`src/rtl/button_cmd_ctrl.sv`:
```
// Turns debounced deal/hit/stand button levels into single game commands, gated by game state.
// Latency: command valid one cycle after the press is sampled; outputs are all registered.
// Backpressure: a pending command is held stable until cmd_valid & cmd_ready; buttons are ignored meanwhile.
module button_cmd_ctrl #(
    parameter int unsigned HOLDOFF_CYCLES = 650_000,
    parameter int unsigned CNT_W          = 20
) (
    input  logic       clk,
    input  logic       rst_n,
    input  logic       deal,
    input  logic       hit,
    input  logic       stand,
    input  logic [1:0] game_state,
    output logic       cmd_valid,
    output logic [1:0] cmd_code,
    input  logic       cmd_ready,
    output logic       busy,
    output logic [7:0] drop_cnt
);

    typedef enum logic [1:0] {
        ST_ARMED        = 2'd0,
        ST_PENDING      = 2'd1,
        ST_RELEASE_WAIT = 2'd2,
        ST_HOLDOFF      = 2'd3
    } state_t;

    localparam logic [1:0] CMD_NONE  = 2'b00;
    localparam logic [1:0] CMD_DEAL  = 2'b01;
    localparam logic [1:0] CMD_HIT   = 2'b10;
    localparam logic [1:0] CMD_STAND = 2'b11;

    localparam logic [1:0] GS_IDLE        = 2'b00;
    localparam logic [1:0] GS_PLAYER_TURN = 2'b01;
    localparam logic [1:0] GS_RESULT      = 2'b11;

    localparam bit              NO_HOLDOFF = (HOLDOFF_CYCLES == 0);
    localparam logic [CNT_W-1:0] LOAD_VAL  = NO_HOLDOFF ? '0 : CNT_W'(HOLDOFF_CYCLES - 1);

    state_t           state_q, state_d;
    logic [1:0]       code_q, code_d;
    logic [7:0]       drop_q, drop_d;
    logic [CNT_W-1:0] cnt_q, cnt_d;

    logic       any_btn;
    logic [1:0] cand_code;
    logic       cand_legal;

    assign any_btn = deal | hit | stand;

    // Fixed priority deal > hit > stand, then check the candidate against the game phase.
    always_comb begin
        cand_code  = CMD_STAND;
        cand_legal = 1'b0;
        if (deal) begin
            cand_code = CMD_DEAL;
        end else if (hit) begin
            cand_code = CMD_HIT;
        end
        if (cand_code == CMD_DEAL) begin
            cand_legal = (game_state == GS_IDLE) || (game_state == GS_RESULT);
        end else begin
            cand_legal = (game_state == GS_PLAYER_TURN);
        end
    end

    always_comb begin
        state_d = state_q;
        code_d  = code_q;
        drop_d  = drop_q;
        cnt_d   = cnt_q;
        case (state_q)
            ST_ARMED: begin
                if (any_btn) begin
                    if (cand_legal) begin
                        state_d = ST_PENDING;
                        code_d  = cand_code;
                    end else begin
                        state_d = ST_RELEASE_WAIT;
                        if (drop_q != 8'hFF) begin
                            drop_d = drop_q + 8'd1;
                        end
                    end
                end
            end
            ST_PENDING: begin
                if (cmd_ready) begin
                    state_d = ST_RELEASE_WAIT;
                    code_d  = CMD_NONE;
                end
            end
            ST_RELEASE_WAIT: begin
                if (!any_btn) begin
                    if (NO_HOLDOFF) begin
                        state_d = ST_ARMED;
                    end else begin
                        state_d = ST_HOLDOFF;
                        cnt_d   = LOAD_VAL;
                    end
                end
            end
            ST_HOLDOFF: begin
                // Any activity during holdoff is treated as bounce and restarts the quiet window.
                if (any_btn) begin
                    cnt_d = LOAD_VAL;
                end else if (cnt_q == '0) begin
                    state_d = ST_ARMED;
                end else begin
                    cnt_d = cnt_q - CNT_W'(1);
                end
            end
            default: begin
                state_d = ST_ARMED;
                code_d  = CMD_NONE;
            end
        endcase
    end

    always_ff @(posedge clk or negedge rst_n) begin
        if (!rst_n) begin
            state_q <= ST_ARMED;
            code_q  <= CMD_NONE;
            drop_q  <= 8'd0;
            cnt_q   <= '0;
        end else begin
            state_q <= state_d;
            code_q  <= code_d;
            drop_q  <= drop_d;
            cnt_q   <= cnt_d;
        end
    end

    assign cmd_valid = (state_q == ST_PENDING);
    assign cmd_code  = code_q;
    assign busy      = (state_q != ST_ARMED);
    assign drop_cnt  = drop_q;

endmodule
```
`config.mk`:
```
export PLATFORM = sky130hd
export DESIGN_NAME = button_cmd_ctrl
export DESIGN_NICKNAME = d
export VERILOG_FILES = /design/src/rtl/button_cmd_ctrl.sv
export SDC_FILE = /design/constraint.sdc
export NUM_CORES = 1
export LEC_CHECK = 0
export BUFFER_PORTS_ARGS = -buffer_cell sky130_fd_sc_hd__buf_2
export CORE_MARGIN = 2
export CORE_UTILIZATION = 45
export CTS_BUF_LIST = sky130_fd_sc_hd__clkbuf_4
export DETAILED_ROUTE_END_ITERATION = 7
export GPL_ROUTABILITY_DRIVEN = 0
export HOLD_SLACK_MARGIN = 0.05
export SETUP_SLACK_MARGIN = 0.05
export SLEW_MARGIN = 40
export SYNTH_ARGS = -nofsm -noshare
export SYNTH_HDL_FRONTEND = slang
export SYNTH_SLANG_ARGS = --single-unit
```
`constraint.sdc`:
```
create_clock -name clk -period 3.44 [get_ports clk]
set_input_delay 0.688 -clock clk [delete_from_list [all_inputs] [get_ports clk]]
set_output_delay 0.688 -clock clk [all_outputs]
set_load 0.03 [all_outputs]
```
==> results.toml, run 1 <==
[synth]
synth_cells = 210
synthAdderAreaFrac_pct = 5.16
synth_top_family_by_area = "simple AND/OR/NAND/NOR gates"
synthSimpleGateAreaFrac_pct = 24.4
synth_mux_area_share_pct = 3.36
synth_nets = 226
synth_flop_cell = "dfrtp_1"
yosysWarningCount = 0
synth-xor-area-share_pct = 3.16
netlist_area_um2 = 1940
async_flop_share_pct = 100
yosysSeqAreaShare_pct = 41.3
ys_ff_latch = 32
synth.avg_cell_area_um2 = 9.23
ys_types = 52
synth_compound_area_share_pct = 18.7
synth_edf_count = 0

[timing]
finalHoldViolCount = 0
finalMaxSlewViolations = 0
max_freq_mhz = 417
period_needed_ns = 2.40
setup_violations = 0
fin_setup_tns_ns = 0
rsz0062_at_grt = "false"
slew_headroom_pct = 52.9
skew_ns = 0.00361
fin_crit_sh_pct = 69.6
worstMarginPinSlew_ns = 0.706

[layout]
area_delta_synth_final_pct = 10.8
fillCellCount = 408
layout-drive-gt1-share_pct = 16.5
regArea_um2 = 801
layout.cells.non_filler = 281
num_antenna_cells = 0
multi_input_area_um2 = 1070
final_nets = 246

[global_route]
grt_pass1_vias = 1680
overflow = 0
antenna_found_initial = 0
grt_pass1_wl_um = 8200
grt_max_degree = 33
grtUsageTotal_pct = 20.8

[cts]
clkLatencyLatePin_ns = 0.34
cts_buffers = 5
cts_setup_buffers = 0
cts_tree = "done"
ctsResizeCount = 0
cts_hold_buf = 0
path_clk_slew_ns = 0.10
root_buffer = "clkbuf_4"
cts_buffer_depth = 2
clock_sinks = 32
cts_htree_levels = 2

[floorplanning]
coreArea_um2 = 4090
dieArea_um2 = 4850
rows = 23
die_w_um = 69.6
ios = 20
start_util_pct = 47.4
die_y_um = 69.6

[worst_setup_path]
endpoint_kind = "flop"
crit_type = "flop to flop"
reg2reg_slack_ns = 1.04
path_max_fanout = 12
critPathRequiredTime_ns = 3.67
reg2reg_from = "cnt_q[6]"
arrival_ns = 2.62
worstSetupStartpointType = "flop"
worstReg2RegEnd = "state_q[1]"
reg2regPathDepth = 5

[drt]
dr.pass1.iters = 4
post_drt_via_cell_ratio = 6.16
drc = 0
routed_wl_um = 4650
postRouteAntennaNets = 0
vias = 1732
drt_first_iter_violations = 156
routedWlPerCell_um = 16.5

[power]
ir_drop_uv = 503
p_leak_nw = 0.912
cellPowerDensity_nw_per_um2 = 614

[placed_design]
place_inst = 273
io_buffers = 19
dp_hpwl_um = 3350

[status]
status = "completed"

[job]
drv_cap = 0

[worst_hold_path]
min_path_type = "input port to asynchronous set/reset pin"
## cell usage in the layout (no fill, tap or decap), types with 5 or more instances in the layout
master / Yosys / layout
nand4_1: 6 / 6
a21oi_1: 10 / 9
nand2_1: 17 / 17
buf_2: 3 / 19
inv_1: 11 / 11
o21ai_0: 9 / 9
nor4_1: 5 / 5
xor2_1: 5 / 5
dfrtp_1: 32 / 32
nor3_1: 11 / 11
a31oi_1: 5 / 5
and3_1: 5 / 5
nor2_1: 16 / 16
nand3_1: 10 / 10
clkbuf_4: 0 / 5
ha_1: 8 / 8
## cell usage after synthesis, types with 5 or more instances
master	n	area, um2
nand2_1	17	63.8
dfrtp_1	32	801
xor2_1	5	43.8
a31oi_1	5	31.3
a21oi_1	10	50.1
nand3_1	10	50.1
inv_1	11	41.3
nand4_1	6	37.5
ha_1	8	100
nor2_1	16	60.1
and3_1	5	31.3
nor3_1	11	55.1
o21ai_0	9	45.0
nor4_1	5	31.3
## final cells by class
class / count / share of cell area [%]
tap: 50 / 2.91
inverter: 11 / 1.92
sequential: 32 / 37.3
timing repair buffer: 20 / 4.78
multi-input combinational: 160 / 49.6
clock buffer: 5 / 1.75
clock inverter: 3 / 1.75
## stage by stage
step                      area, um2  setup slack, ns  hold WS (ns)  utilization (%)  total power [mW]
after floorplan                1940             1.44         0.392                -             0.899
after global placement         2070             1.06         0.477             50.6              1.02
after detailed placement       2070            0.992         0.483             50.6              1.05
after CTS                      2140             1.03         0.407             52.5              1.33
after global routing           2150            0.807         0.435             52.6              1.42
final                          2150             1.04         0.389             52.6              1.32
## report_power, final
group / total [mW] / switching (mW) / internal (mW) / leakage, nW
clock: 0.277 / 0.128 / 0.148 / 0.0403
combinational: 0.542 / 0.357 / 0.185 / 0.507
sequential: 0.501 / 0.0615 / 0.440 / 0.365
total: 1.32 / 0.547 / 0.773 / 0.912
## state kept, by name, indices dropped and copies added (netlist names)
register and count:
drop_cnt 8, state_q 2, cnt_q 20, cmd_code 2
## worst max-delay path: stages (launching register included)
cell and delay (ns):
dfrtp_1 0.43, nor4_2 0.47, and3_1 0.55, a41oi_1 0.19
a21oi_1 0.28, mux2_1 0.36
## logic make-up (layout without fill, tap and decap cells)
logic type	after synthesis	after routing
xor gates and xnor gates	7	7
adders and majority gates	8	8
muxes	6	6
and+or+nand+nor	87	87
DFF	32	32
AOI/OAI and AO/OA	52	52
buffers and inverters	18	39
## metal layers
layer | GRT usage [%] | vias up | routed length [um]
li1 | - | 824 | -
met1 | 26.8 | 828 | 2070
met2 | 33.4 | 67 | 2210
met3 | 4.51 | 13 | 249
met4 | 9.40 | 0 | 125
met5 | 0 | - | 0
## worst max-delay path by stage
stage / start / end / slack (ns) / cells after the start
2_1_floorplan: cnt_q[0] / state_q[1] / 1.44 / 8
3_3_place_gp: cnt_q[0] / state_q[1] / 1.06 / 7
3_5_place_dp: hit / cnt_q[19] / 0.99 / 5
4_1_cts: cnt_q[0] / state_q[1] / 1.03 / 7
5_1_grt: cnt_q[0] / state_q[1] / 0.81 / 7
6_report: cnt_q[6] / state_q[1] / 1.04 / 5
Power figures use the tool's default switching activity.
==> run 2, diff against run 1 <==
Settings changed: PLACE_DENSITY from default to 0.66.
Clock period 3.44 ns to 2 ns, I/O delays scaled along.
==> run 2 against run 1 <==
Net effect:
- maximum frequency increased by 27%
- sequential power increased by 71%
- critical endpoint is now cnt_q[10]
- setup slack got worse by 0.93 ns
- cell count increased by 10%
- clock power increased by 82%
- via count increased by 3.4%
- highest routed layer unchanged
- first-iteration DRC count increased by 29%
- die area unchanged
- critical path depth decreased by 1
- non-clock buffer count increased by 28
- utilization increased by 6.0 points
- combinational power increased by 97%
==> results.toml, run 2 (synthesis gave the netlist of run 1 again) <==
[job]
drv_cap = 0

[floorplanning]
dieArea_um2 = 4850
die_w_um = 69.6
start_util_pct = 47.4
rows = 23
coreArea_um2 = 4090
ios = 20
die_y_um = 69.6

[global_route]
grt_pass1_vias = 1781
grtUsageTotal_pct = 21.0
grt_pass1_wl_um = 8290
antenna_found_initial = 0
overflow = 0
grt_max_degree = 33

[power]
p_switching_mw = 0.990
cellPowerDensity_nw_per_um2 = 1010
sw_frac_of_total_pct = 40.7
intPower_mw = 1.44
p_seq_share_pct = 35.3
combPwrFrac_pct = 44.0
ir_drop_uv = 724
p_leak_nw = 1.06
p_clk_share_pct = 20.7

[timing]
setup_violations = 0
max_freq_mhz = 530
period_needed_ns = 1.89
rsz0062_at_grt = "true"
finalHoldViolCount = 0
skew_ns = 0.00826
fin_crit_sh_pct = 94.3
worstMarginPinSlew_ns = 0.723
finalMaxSlewViolations = 0
setup_slack_ns = 0.113
slew_headroom_pct = 51.8

[cts]
cts_tree = "done"
cts_buffer_depth = 2
clkLatencyLatePin_ns = 0.34
clock_sinks = 32
root_buffer = "clkbuf_4"
path_clk_slew_ns = 0.11
cts_htree_levels = 2
cts_buffers = 5

[worst_setup_path]
path_max_fanout = 3
worstSetupStartpointType = "flop"
crit_type = "flop to flop"
endpoint_kind = "flop"
critPathRequiredTime_ns = 2.24
arrival_ns = 2.13

[layout]
largest_reg_flops = 20
final_cell_mix = "32 x dfrtp_1, 29 x buf_4, 19 x buf_2, 17 x nand2_1, 16 x nor2_1"
mostFrequentLayoutCell = "dfrtp_1"
area_delta_synth_final_pct = 23.6
regMostFlops = "cnt_q"
num_antenna_cells = 0
final_nets = 274
layout-drive-gt1-share_pct = 29.3
layout.cells.non_filler = 309

[drt]
vias = 1791
drc = 0
post_drt_via_cell_ratio = 5.80
routedWlPerCell_um = 15.2
routed_wl_um = 4690
dr.pass1.iters = 4
drt_first_iter_violations = 201
postRouteAntennaNets = 0

[placed_design]
place_inst = 296
dp_hpwl_um = 3470
dpl_worst_slack_ns = -0.0156
io_buffers = 19

[status]
status = "completed"

[worst_hold_path]
min_path_type = "input port to asynchronous set/reset pin"
## run 2: changes by cell type in the layout (fill, tap and decap cells not counted), moves of 2 or more
cell	previous run	this run
inv_2	0	2
inv_1	11	9
buf_4	1	29
clkinv_1	2	0
ha_1	8	6
ha_2	0	2
## run 2: final timing paths
| check | startpoint | to | slack [ns] | depth (start not counted) |
|---|---|---|---|---|
| min reg2reg | drop_cnt[5] | drop_cnt[5] | 0.50 | 1 |
| max | cnt_q[4] | cnt_q[10] | 0.11 | 4 |
| min in group clk | deal | cmd_code[1] | 0.47 | 3 |
| min | rst_n | cnt_q[18] | 0.11 | 1 |
| max in group asynchronous | rst_n | cnt_q[11] | 1.43 | 1 |
| max reg2reg | cnt_q[4] | cnt_q[10] | 0.11 | 4 |
## run 2: timing repair
item,in CTS,in global routing
hold buffers,0,0
endpoints found under the setup margin,5,14
buffers inserted,1,4
resized for setup,4,7
pin swaps,0,3
## run 2: layout make-up
type | instances | area, um2
inverter | 11 | 41.3
tap | 50 | 62.6
clock buffer | 5 | 37.5
fill | 367 | 1690
timing repair buffer | 48 | 313
clock inverter | 3 | 42.5
multi-input combinational | 160 | 1100
sequential | 32 | 801
## run 2: power by group through the flow
stage | Sequential [mW] | Clock, mW | Combinational, mW
2_1_floorplan | 0.993 | 0 | 0.554
3_5_place_dp | 0.867 | 0 | 1.03
3_3_place_gp | 0.865 | 0 | 1.02
5_1_grt | 0.877 | 0.548 | 1.20
4_1_cts | 0.854 | 0.522 | 1.05
6_report | 0.858 | 0.504 | 1.07
## run 2: per-stage QoR
stage	setup TNS (ns)	hold slack (ns)	power, mW	area, um2	util [%]
2_1_floorplan	0	0.104	1.55	1940	-
3_3_place_gp	0	0.481	1.89	2250	55.0
3_5_place_dp	-0.0156	0.484	1.90	2250	55.0
4_1_cts	0	0.126	2.43	2350	57.5
5_1_grt	0	0.145	2.63	2390	58.6
6_report	0	0.105	2.43	2390	58.6
## run 2: worst max-delay path, stage by stage, from the launching register on
cell and delay (ns):
dfrtp_1 0.43, or4_4 0.57, or4_4 0.44, a21o_1 0.19
a21o_1 0.17
## run 2: layer usage
layer | global-route usage (%) | up-vias | part of all wire (%) | routed length [um]
met3 | 4.51 | 9 | 4.6 | 217
met2 | 34.6 | 53 | 48 | 2240
met4 | 7.26 | 0 | 2.0 | 93
met1 | 27.4 | 843 | 46 | 2140
met5 | 0 | - | 0 | 0
li1 | - | 886 | - | -
==> run 3, diff against run 2 <==
Settings changed: REMOVE_ABC_BUFFERS from default to 1.
==> run 3 against run 2 <==
Net effect:
- die area stayed put
- via count is 0.45% higher
- utilization stayed put
- sequential cell count stayed put
- largest cell class unchanged
==> results.toml, run 3 (synthesis gave the netlist of run 1 again) <==
[layout]
fillCellCount = 381
largest_reg_flops = 20
final_nets = 277
area_delta_synth_final_pct = 23.6
final_cell_mix = "32 x dfrtp_1, 32 x buf_4, 19 x buf_2, 17 x nand2_1, 16 x nor2_1"
regArea_um2 = 801
layout-drive-gt1-share_pct = 29.0
regMostFlops = "cnt_q"
multi_input_area_um2 = 1100
stdcell_area_um2 = 2390
num_antenna_cells = 0

[worst_setup_path]
reg2reg_from = "cnt_q[7]"
critPathRequiredTime_ns = 2.24
critPathMaxStageDelay_ns = 0.56
path_max_fanout = 4
cp_num_buf_inv = 0
arrival_ns = 2.18
worstReg2RegEnd = "cnt_q[10]"
worstSetupStartpointType = "flop"
reg2regPathDepth = 4
worstPathCellList = "or4_4 -> or4_4 -> a21o_1 -> a21o_1"
crit_type = "flop to flop"
slowest_stage = "or4_4"
endpoint_kind = "flop"
reg2reg_slack_ns = 0.07
path_delay_family = "simple AND/OR/NAND/NOR gates"

[timing]
skew_ns = 0.0137
setup_slack_ns = 0.0652
slew_headroom_pct = 52.2
finalHoldViolCount = 0
finalMaxSlewViolations = 0
fin_crit_sh_pct = 96.7
worstMarginPinSlew_ns = 0.717
setup_violations = 0
fin_setup_tns_ns = 0
rsz0062_at_grt = "true"
period_needed_ns = 1.93
max_freq_mhz = 517

[power]
sw_frac_of_total_pct = 42.9
p_clk_share_pct = 15.6
ir_drop_uv = 746
intPower_mw = 1.32
p_leak_nw = 1.08
p_total_mw = 2.32
combPwrFrac_pct = 47.4
p_seq_share_pct = 37.0
p_switching_mw = 0.994
cellPowerDensity_nw_per_um2 = 967

[floorplanning]
rows = 23
die_w_um = 69.6
dieArea_um2 = 4850
coreArea_um2 = 4090
start_util_pct = 47.4
die_y_um = 69.6
ios = 20

[placed_design]
dpl_worst_slack_ns = -0.0149
io_buffers = 19
dp_hpwl_um = 3610
dpl-instance-area_um2 = 2260

[cts]
cts_buffers = 5
cts_htree_levels = 2
clock_sinks = 32
cts_tree = "done"
cts_hold_buf = 0
root_buffer = "clkbuf_4"
clkLatencyLatePin_ns = 0.35
path_clk_slew_ns = 0.11
cts_buffer_depth = 2

[global_route]
grt_max_degree = 33
grtUsageTotal_pct = 20.9
grt_pass1_wl_um = 8100
antenna_found_initial = 0
grt_pass1_vias = 1729
overflow = 0

[worst_hold_path]
min_path_type = "input port to asynchronous set/reset pin"

[drt]
vias = 1799
routedWlPerCell_um = 15.3
drc = 0
postRouteAntennaNets = 0
dr.pass1.iters = 4
drt_first_iter_violations = 150
routed_wl_um = 4770
post_drt_via_cell_ratio = 5.77

[status]
status = "completed"

[job]
drv_cap = 0
==> run 3: cell types whose count changed in the layout (fill, tap and decap cells not counted), moves of 2 or more <==
cell / delta
ha_2: -2
inv_1: +2
inv_2: -2
ha_1: +2
buf_4: +3
==> run 3: power by group through the flow <==
stage	combinational [mW]	sequential (mW)	clock (mW)
floorplan	0.547	0.993	0
global placement	1.07	0.864	0
detailed placement	1.08	0.871	0
CTS	1.10	0.858	0.374
global route	1.21	0.878	0.407
finish	1.10	0.856	0.362
==> run 3: what timing repair did <==
item / 4_1_cts / 5_1_grt
endpoints found under the setup margin: 11 / 16
resized for setup: 5 / 6
pin swaps: 1 / 1
gates cloned: 0 / 0
buffers inserted: 3 / 2
==> run 3: how the worst max path moves through the flow <==
stage               startpoint          to  slack (ns)  depth (start not counted)
detailed placement    cnt_q[1]   cnt_q[13]       -0.01                          8
floorplan             cnt_q[0]  state_q[1]        0.02                          7
finish                cnt_q[7]   cnt_q[10]        0.07                          4
CTS                   cnt_q[5]   cnt_q[10]        0.05                          4
global placement      cnt_q[6]   cnt_q[10]        0.06                          4
global route          cnt_q[1]   cnt_q[13]       -0.01                          8
==> run 3: cell type report <==
class,instances,share of cell area (%)
Multi-Input combinational cell,160,46.1
Sequential cell,32,33.4
Timing Repair Buffer,51,14.0
Tap cell,50,2.61
Inverter,11,1.72
Clock buffer,5,1.57
Clock inverter,3,0.575
==> run 3: routing by layer <==
metal	GRT usage [%]	share of wire (%)	routed length, um
met5	0	0	0
met4	7.05	1.3	64
met3	4.51	3.0	143
met2	33.3	46	2210
met1	28.2	49	2350
==> run 3: metrics by stage <==
stage | hold WS [ns] | cells | utilization [%]
final | 0.0853 | 312 | 58.6
after floorplan | 0.104 | 203 | -
after global routing | 0.139 | 312 | 58.6
after global placement | 0.479 | 299 | 55.4
after detailed placement | 0.483 | 299 | 55.4
after CTS | 0.115 | 310 | 57.6
